## config.mk

```make
export PLATFORM = sky130hd
export DESIGN_NAME = alu_arbiter
export DESIGN_NICKNAME = d
export VERILOG_FILES = /design/src/rtl/alu_arbiter.sv
export SDC_FILE = /design/constraint.sdc
export NUM_CORES = 1
export LEC_CHECK = 0
export ABC_AREA = 0
export BUFFER_PORTS_ARGS = -buffer_cell sky130_fd_sc_hd__buf_4
export CAP_MARGIN = 20
export CORE_UTILIZATION = 44
export DETAILED_ROUTE_END_ITERATION = 8
export GPL_TIMING_DRIVEN = 0
export PLACE_DENSITY = 0.78
export REMOVE_ABC_BUFFERS = 1
export SLEW_MARGIN = 5
export SYNTH_ARGS = -nofsm -noshare
export SYNTH_HDL_FRONTEND = slang
export SYNTH_SLANG_ARGS = --single-unit
```

## constraint.sdc

```tcl
create_clock -name clk -period 2 [get_ports clk]
set_input_delay 0.1 -clock clk [delete_from_list [all_inputs] [get_ports clk]]
set_output_delay 0.1 -clock clk [all_outputs]
set_load 0.01 [all_outputs]
```

## src/rtl/alu_arbiter.sv

```systemverilog
// Round-robin sharing of one ALU between two requesters.
// One operation in flight; valid/ready on request and response sides.
module alu_arbiter #(
    parameter int MUL_WAIT = 2
) (
    input  logic       clk,
    input  logic       rst_n,
    input  logic [1:0] req_valid,
    output logic [1:0] req_ready,
    input  logic [3:0] req0_fsl,
    input  logic [7:0] req0_a,
    input  logic [7:0] req0_b,
    input  logic [3:0] req1_fsl,
    input  logic [7:0] req1_a,
    input  logic [7:0] req1_b,
    output logic [3:0] alu_fsl,
    output logic [7:0] alu_a,
    output logic [7:0] alu_b,
    input  logic [7:0] alu_result,
    input  logic [7:0] alu_mul_high,
    input  logic [3:0] alu_sreg,
    output logic       resp_valid,
    input  logic       resp_ready,
    output logic       resp_id,
    output logic [7:0] resp_result,
    output logic [7:0] resp_mul_high,
    output logic [3:0] resp_sreg,
    output logic [3:0] sreg_ctx0,
    output logic [3:0] sreg_ctx1
);

    localparam logic [3:0] OPC_MUL = 4'b1110;
    localparam logic [3:0] MUL_CNT = 4'(MUL_WAIT);

    typedef enum logic [1:0] {
        IDLE,
        EXEC,
        RESP
    } state_t;

    state_t     state_q, state_d;
    logic       last_grant_q, last_grant_d;
    logic [3:0] cnt_q, cnt_d;
    logic       id_q, id_d;
    logic [3:0] fsl_q, fsl_d;
    logic [7:0] a_q, a_d;
    logic [7:0] b_q, b_d;
    logic [7:0] res_q, res_d;
    logic [7:0] mh_q, mh_d;
    logic [3:0] sreg_q, sreg_d;
    logic [3:0] ctx0_q, ctx0_d;
    logic [3:0] ctx1_q, ctx1_d;

    logic       grant;
    logic       accept;
    logic [3:0] sel_fsl;
    logic [7:0] sel_a;
    logic [7:0] sel_b;

    always_comb begin
        grant = 1'b0;
        case (req_valid)
            2'b01:   grant = 1'b0;
            2'b10:   grant = 1'b1;
            2'b11:   grant = ~last_grant_q;
            default: grant = 1'b0;
        endcase
    end

    // Ready only goes to the granted requester, so valid&ready == accept.
    assign accept    = (state_q == IDLE) && (|req_valid);
    assign req_ready = accept ? (grant ? 2'b10 : 2'b01) : 2'b00;

    assign sel_fsl = grant ? req1_fsl : req0_fsl;
    assign sel_a   = grant ? req1_a   : req0_a;
    assign sel_b   = grant ? req1_b   : req0_b;

    always_comb begin
        state_d      = state_q;
        last_grant_d = last_grant_q;
        cnt_d        = cnt_q;
        id_d         = id_q;
        fsl_d        = fsl_q;
        a_d          = a_q;
        b_d          = b_q;
        res_d        = res_q;
        mh_d         = mh_q;
        sreg_d       = sreg_q;
        ctx0_d       = ctx0_q;
        ctx1_d       = ctx1_q;
        unique case (state_q)
            IDLE: begin
                if (accept) begin
                    fsl_d   = sel_fsl;
                    a_d     = sel_a;
                    b_d     = sel_b;
                    id_d    = grant;
                    cnt_d   = (sel_fsl == OPC_MUL) ? MUL_CNT : 4'd0;
                    state_d = EXEC;
                end
            end
            EXEC: begin
                if (cnt_q != 4'd0) begin
                    cnt_d = cnt_q - 4'd1;
                end else begin
                    res_d        = alu_result;
                    mh_d         = alu_mul_high;
                    sreg_d       = alu_sreg;
                    last_grant_d = id_q;
                    state_d      = RESP;
                end
            end
            RESP: begin
                if (resp_ready) begin
                    if (id_q) ctx1_d = sreg_q;
                    else      ctx0_d = sreg_q;
                    state_d = IDLE;
                end
            end
            default: state_d = IDLE;
        endcase
    end

    always_ff @(posedge clk) begin
        if (!rst_n) begin
            state_q      <= IDLE;
            last_grant_q <= 1'b1;
            cnt_q        <= 4'd0;
            id_q         <= 1'b0;
            fsl_q        <= 4'd0;
            a_q          <= 8'd0;
            b_q          <= 8'd0;
            res_q        <= 8'd0;
            mh_q         <= 8'd0;
            sreg_q       <= 4'd0;
            ctx0_q       <= 4'd0;
            ctx1_q       <= 4'd0;
        end else begin
            state_q      <= state_d;
            last_grant_q <= last_grant_d;
            cnt_q        <= cnt_d;
            id_q         <= id_d;
            fsl_q        <= fsl_d;
            a_q          <= a_d;
            b_q          <= b_d;
            res_q        <= res_d;
            mh_q         <= mh_d;
            sreg_q       <= sreg_d;
            ctx0_q       <= ctx0_d;
            ctx1_q       <= ctx1_d;
        end
    end

    assign alu_fsl       = fsl_q;
    assign alu_a         = a_q;
    assign alu_b         = b_q;
    assign resp_valid    = (state_q == RESP);
    assign resp_id       = id_q;
    assign resp_result   = res_q;
    assign resp_mul_high = mh_q;
    assign resp_sreg     = sreg_q;
    assign sreg_ctx0     = ctx0_q;
    assign sreg_ctx1     = ctx1_q;

endmodule

```

# Yosys cells after proc, flatten, opt, wreduce, memory -nomap -nowiden
# Cells that the tools add are included.
# op_classes
addsub,1
eq_ne,9
n_mux,14
bitwise,3
n_reduce_logical,11
# op_table
cell,n
two-way mux 8 bit,2
two-way mux 2 bit,6
two-way mux 4 bit,3
AND reduction 3 bit,4
case mux 4 bit (2 select lines),1
"== test 2 bit, second input constant",3
"!= test 2 bit, second input constant",3
case mux 2 bit (3 select lines),1
"== test 4 bit, second input constant",1
AND reduction 2 bit,2
nonzero test 4 bit,1
"subtractor 4 x 1 -> 4 bit, second input constant",1
inverter 1 bit,3
"== test 2 x 1 -> 1 bit, second input constant",1
logical NOT 2 bit,1
"!= test 2 x 1 -> 1 bit, second input constant",1
case mux 1 bit (2 select lines),1
nonzero test 2 bit,1
OR reduction 2 bit,1
logical AND 1 bit,1
# word_totals
register_bits,56
inputBits,65
output_inout_bits,52
wordCells,50

# Logic depth before layout (Yosys ltp)
# logic_depth
ltp_word,7
ltp_mapped,7
mapped_depth_nobuf,6

# Worst setup path before layout
# No wires, ideal clock.
# synth_timing
path_type,flip-flop to flip-flop
from,reg cnt_q[0]
to,reg cnt_q[1]
setup_ns,0.117
arrival_time_ns,1.380
required_time_ns,1.883
slack_ns,0.502
path_stages_with_launch,7
path_buffers,0
synth_period_minus_slack_ns,1.498
path_cell_list,dfxtp_1 -> inv_1 -> ha_1 -> or3b_1 -> a2bb2oi_4 -> a211oi_1 -> a32o_1
# synth_between
elab_chain_cells,3
elab_cells_between_ends,6
classes_between,1 x add/sub; 1 x eq/ne; 2 x mux; 2 x reduce/logical
# synth_lines
element,line,rtl
start: declaration,43,"logic [3:0] cnt_q, cnt_d;"
start signal: assignment,141,cnt_q <= cnt_d;
subtractor 4 x 1 -> 4 bit / nonzero test 4 bit (equally long branches),"104, 103",
two-way mux 4 bit / != test 2 bit (equally long branches),n/a,
case mux 4 bit (2 select lines) / AND reduction 3 bit (equally long branches),n/a,
# Parallel ways exist; a longest one is shown, timed or not. The select of a mux whose other input is x is not followed.
# A chain may end at the register's enable or synchronous reset.

# Worst setup path in the final report
# layout_timing
from,reg state_q[1]
to,out req_ready[0]
# layout_between
elab_chain_cells,3
# layout_lines
element,line,rtl
start: declaration,41,"state_t state_q, state_d;"
start signal: assignment,139,state_q <= state_d;
logical NOT 2 bit,71,assign accept = (state_q == IDLE) && (|req_valid);
logical AND 1 bit,71,
two-way mux 2 bit,72,assign req_ready = accept ? (grant ? 2'b10 : 2'b01) : 2'b00;
end: declaration,9,"output logic [1:0] req_ready,"
# No other way between the ends.

==> flow_summary.yaml <==
sta:
  fmax_ghz: 0.559
  period_needed_ns: 1.79
  hold_viol_final: 0
  clock_skew_ns: 0.00758
  tns_ns: 0
  setup_viol: 0
  rsz0062_at_grt: "false"
  period_share: 0.895
  tightest_slew_ns: 0.908
  slew_violations: 0
  relSlewSlack: 0.394
floorplan:
  initial_core_util: 0.463
  core_sq_um: 4790
  core.rowCount: 25
  dieArea_sq_um: 5320
  die_h_microns: 73.0
  io_pins: 117
  die_w_microns: 73.0
clocking:
  cts.sinks: 56
  htree_num_levels: 2
  cts_setup_buffers: 0
  root_buffer: "clkbuf_8"
  clock_latency_ns: 0.31
  clk_pin_slew_worst_paths_ns: 0.10
  clock_tree.buffer_depth: 2
  cts_made_buffers: 5
  cts_tree: "yes"
global_routing:
  grt_pass1_vias: 2007
  antenna_found_initial: 0
  grt_max_degree: 54
  grt_usage: 0.216
  grt_pass1_wl_mm: 8.96
  grt_overflow_total: 0
place:
  dpl-instance-area_sq_um: 3080
  numPortBuffers: 116
  routabilityCongestion: 0.776
  hpwl_mm: 4.09
drt:
  wl_mm: 5.74
  drc_errors: 0
  first_pass_iters: 6
  drtAntennaViolNets: 0
  drt_iter0_drc: 115
  vias: 2139
  via_per_inst: 5.12
  wl_per_cell_microns: 13.7
final_layout:
  fill_cells: 401
  final_cell_mix: "buf_4 (116), dfxtp_1 (56), nand2_1 (43)"
  mostFrequentLayoutCell: "buf_4"
  fin_area_sq_um: 3200
  nNetsFinal: 417
  syn2layout_area_growth_pct: 44.6
  final_layout_size_suffix_gt1_frac: 0.376
  antenna_cells: 0
logic_synthesis:
  synth_cell_types: 35
  synthesis.area_sq_um: 2220
  synth_warnings: 0
  yosysSeqAreaShare: 0.506
  avgSynthCellArea_sq_um: 9.19
  yosys_register_bits: 56
  syn_inst: 241
setup_path:
  cp.arrival_ns: 1.69
  critPathMaxStageDelay_ns: 0.60
  cp_top_family: "simple AND/OR/NAND/NOR gates"
  crit_type: "register to primary output"
  crit_slowest_cell: "and3_1"
  crit_start: "state_q[1]"
  crit_path_end_kind: "primary output"
  r2r-start: "cnt_q[0]"
  cp_num_buf_inv: 1
  crit_chain: "nor2_1, and3_1, buf_4"
  cp_data_required_time_ns: 1.90
  crit_path_start_kind: "register"
  path_max_fanout: 17
run_status:
  outcome: "completed"
power_and_ir_drop:
  powerDensity_nw_per_um2: 999
  irDropWorstVdd_v: 0.000652
  p_leak_nw: 1.46
flow_run:
  timing.max_cap.violations: 0
min_path:
  hp-class: "input pin to register"
  min_from: "alu_mul_high[6]"
worst reg2reg max path, cell delays in order, from the launching register on:
cell,delay (ns)
dfxtp_1,0.34
inv_1,0.08
ha_1,0.16
or3b_1,0.44
nor2_4,0.42
nand2_1,0.12
a21oi_1,0.14
path summary, 6_finish.rpt:
kind                                          to  slack, ns  cells past startpoint
worst min-delay path            resp_mul_high[6]       0.04                      3
worst max-delay path                req_ready[0]       0.21                      3
worst max register to register    resp_result[4]       0.23                      6
worst min register to register    resp_result[5]       0.46                      2
cell type report:
class                           instances  area, sq um  area share
Clock buffer                            6         72.6      0.0227
Clock inverter                          2         35.0      0.0109
Inverter                                4         15.0     0.00469
Multi-Input combinational cell        166          995       0.311
Sequential cell                        56         1120       0.350
Tap cell                               67         83.8      0.0262
Timing Repair Buffer                  117          881       0.275
stage by stage:
step | worst slack (ns) | hold WS (ns) | power, mW | util | instances
finish | 0.211 | 0.0350 | 3.20 | 0.669 | 418
floorplan | 0.337 | 0.172 | 2.01 | - | 226
detailed placement | -0.0466 | 0.322 | 2.49 | 0.643 | 409
global placement | -0.0191 | 0.312 | 2.47 | 0.643 | 409
CTS | 0.175 | 0.0276 | 3.23 | 0.669 | 418
global route | 0.0293 | 0.0269 | 3.39 | 0.669 | 418
where the power goes:
group          total (mW)  switching, mW  leakage, nW  internal [mW]
combinational        1.08          0.565        0.942          0.512
clock               0.724          0.352       0.0552          0.372
sequential           1.40          0.111        0.458           1.29
total                3.20           1.03         1.46           2.17
state kept, by name (all words and copies together) (netlist names):
register	count
alu_a	8
alu_b	8
alu_fsl	4
cnt_q	4
last_grant_q	1
resp_id	1
resp_mul_high	8
resp_result	8
resp_sreg	4
sreg_ctx0	4
sreg_ctx1	4
state_q	2
cells in the mapped netlist (all sizes together):
master	n	area (sq um)
a211oi	5	37.5
a21boi	1	18.8
a21oi	25	125
a222oi	16	160
a2bb2oi	1	26.3
a32o	1	10.0
and2	1	8.76
and2b	1	7.51
and3	1	6.26
and3b	1	8.76
buf	7	62.6
clkbuf	8	30.0
dfxtp	56	1120
ha	2	25.0
inv	4	15.0
mux2i	12	120
nand2	44	165
nand2b	3	18.8
nand3	2	10.0
nand4	1	6.26
nand4b	1	8.76
nor2	35	136
nor2b	2	12.5
nor3	1	5.00
nor3b	1	7.51
o211ai	1	7.51
o21ai	3	18.8
or2	1	8.76
or3	3	18.8
or3b	1	8.76
per-layer routing:
metal | share of wire | GRT usage | up-vias
li1 | - | - | 1067
met1 | 0.41 | 0.247 | 956
met2 | 0.47 | 0.394 | 112
met3 | 0.12 | 0.0649 | 4
met4 | 0.0056 | 0.0545 | 0
met5 | 0 | 0 | -
cells by family after synthesis:
kind of cell	count (synthesis)	share of synthesized area
compound gates	53	0.182
mux	12	0.0542
buf+inv	19	0.0486
flops	56	0.506
simple gates	99	0.198
fa+ha+maj	2	0.0113
timing repair:
action / in CTS / in global routing
endpoints found under the hold margin: 1 / 0
setup endpoints to repair: 20 / 18
pin swaps: 0 / 0
hold buffers: 1 / 0
gates cloned: 0 / 0
gates resized for setup: 1 / 1
Note: power is estimated with default switching activity, not from simulation.
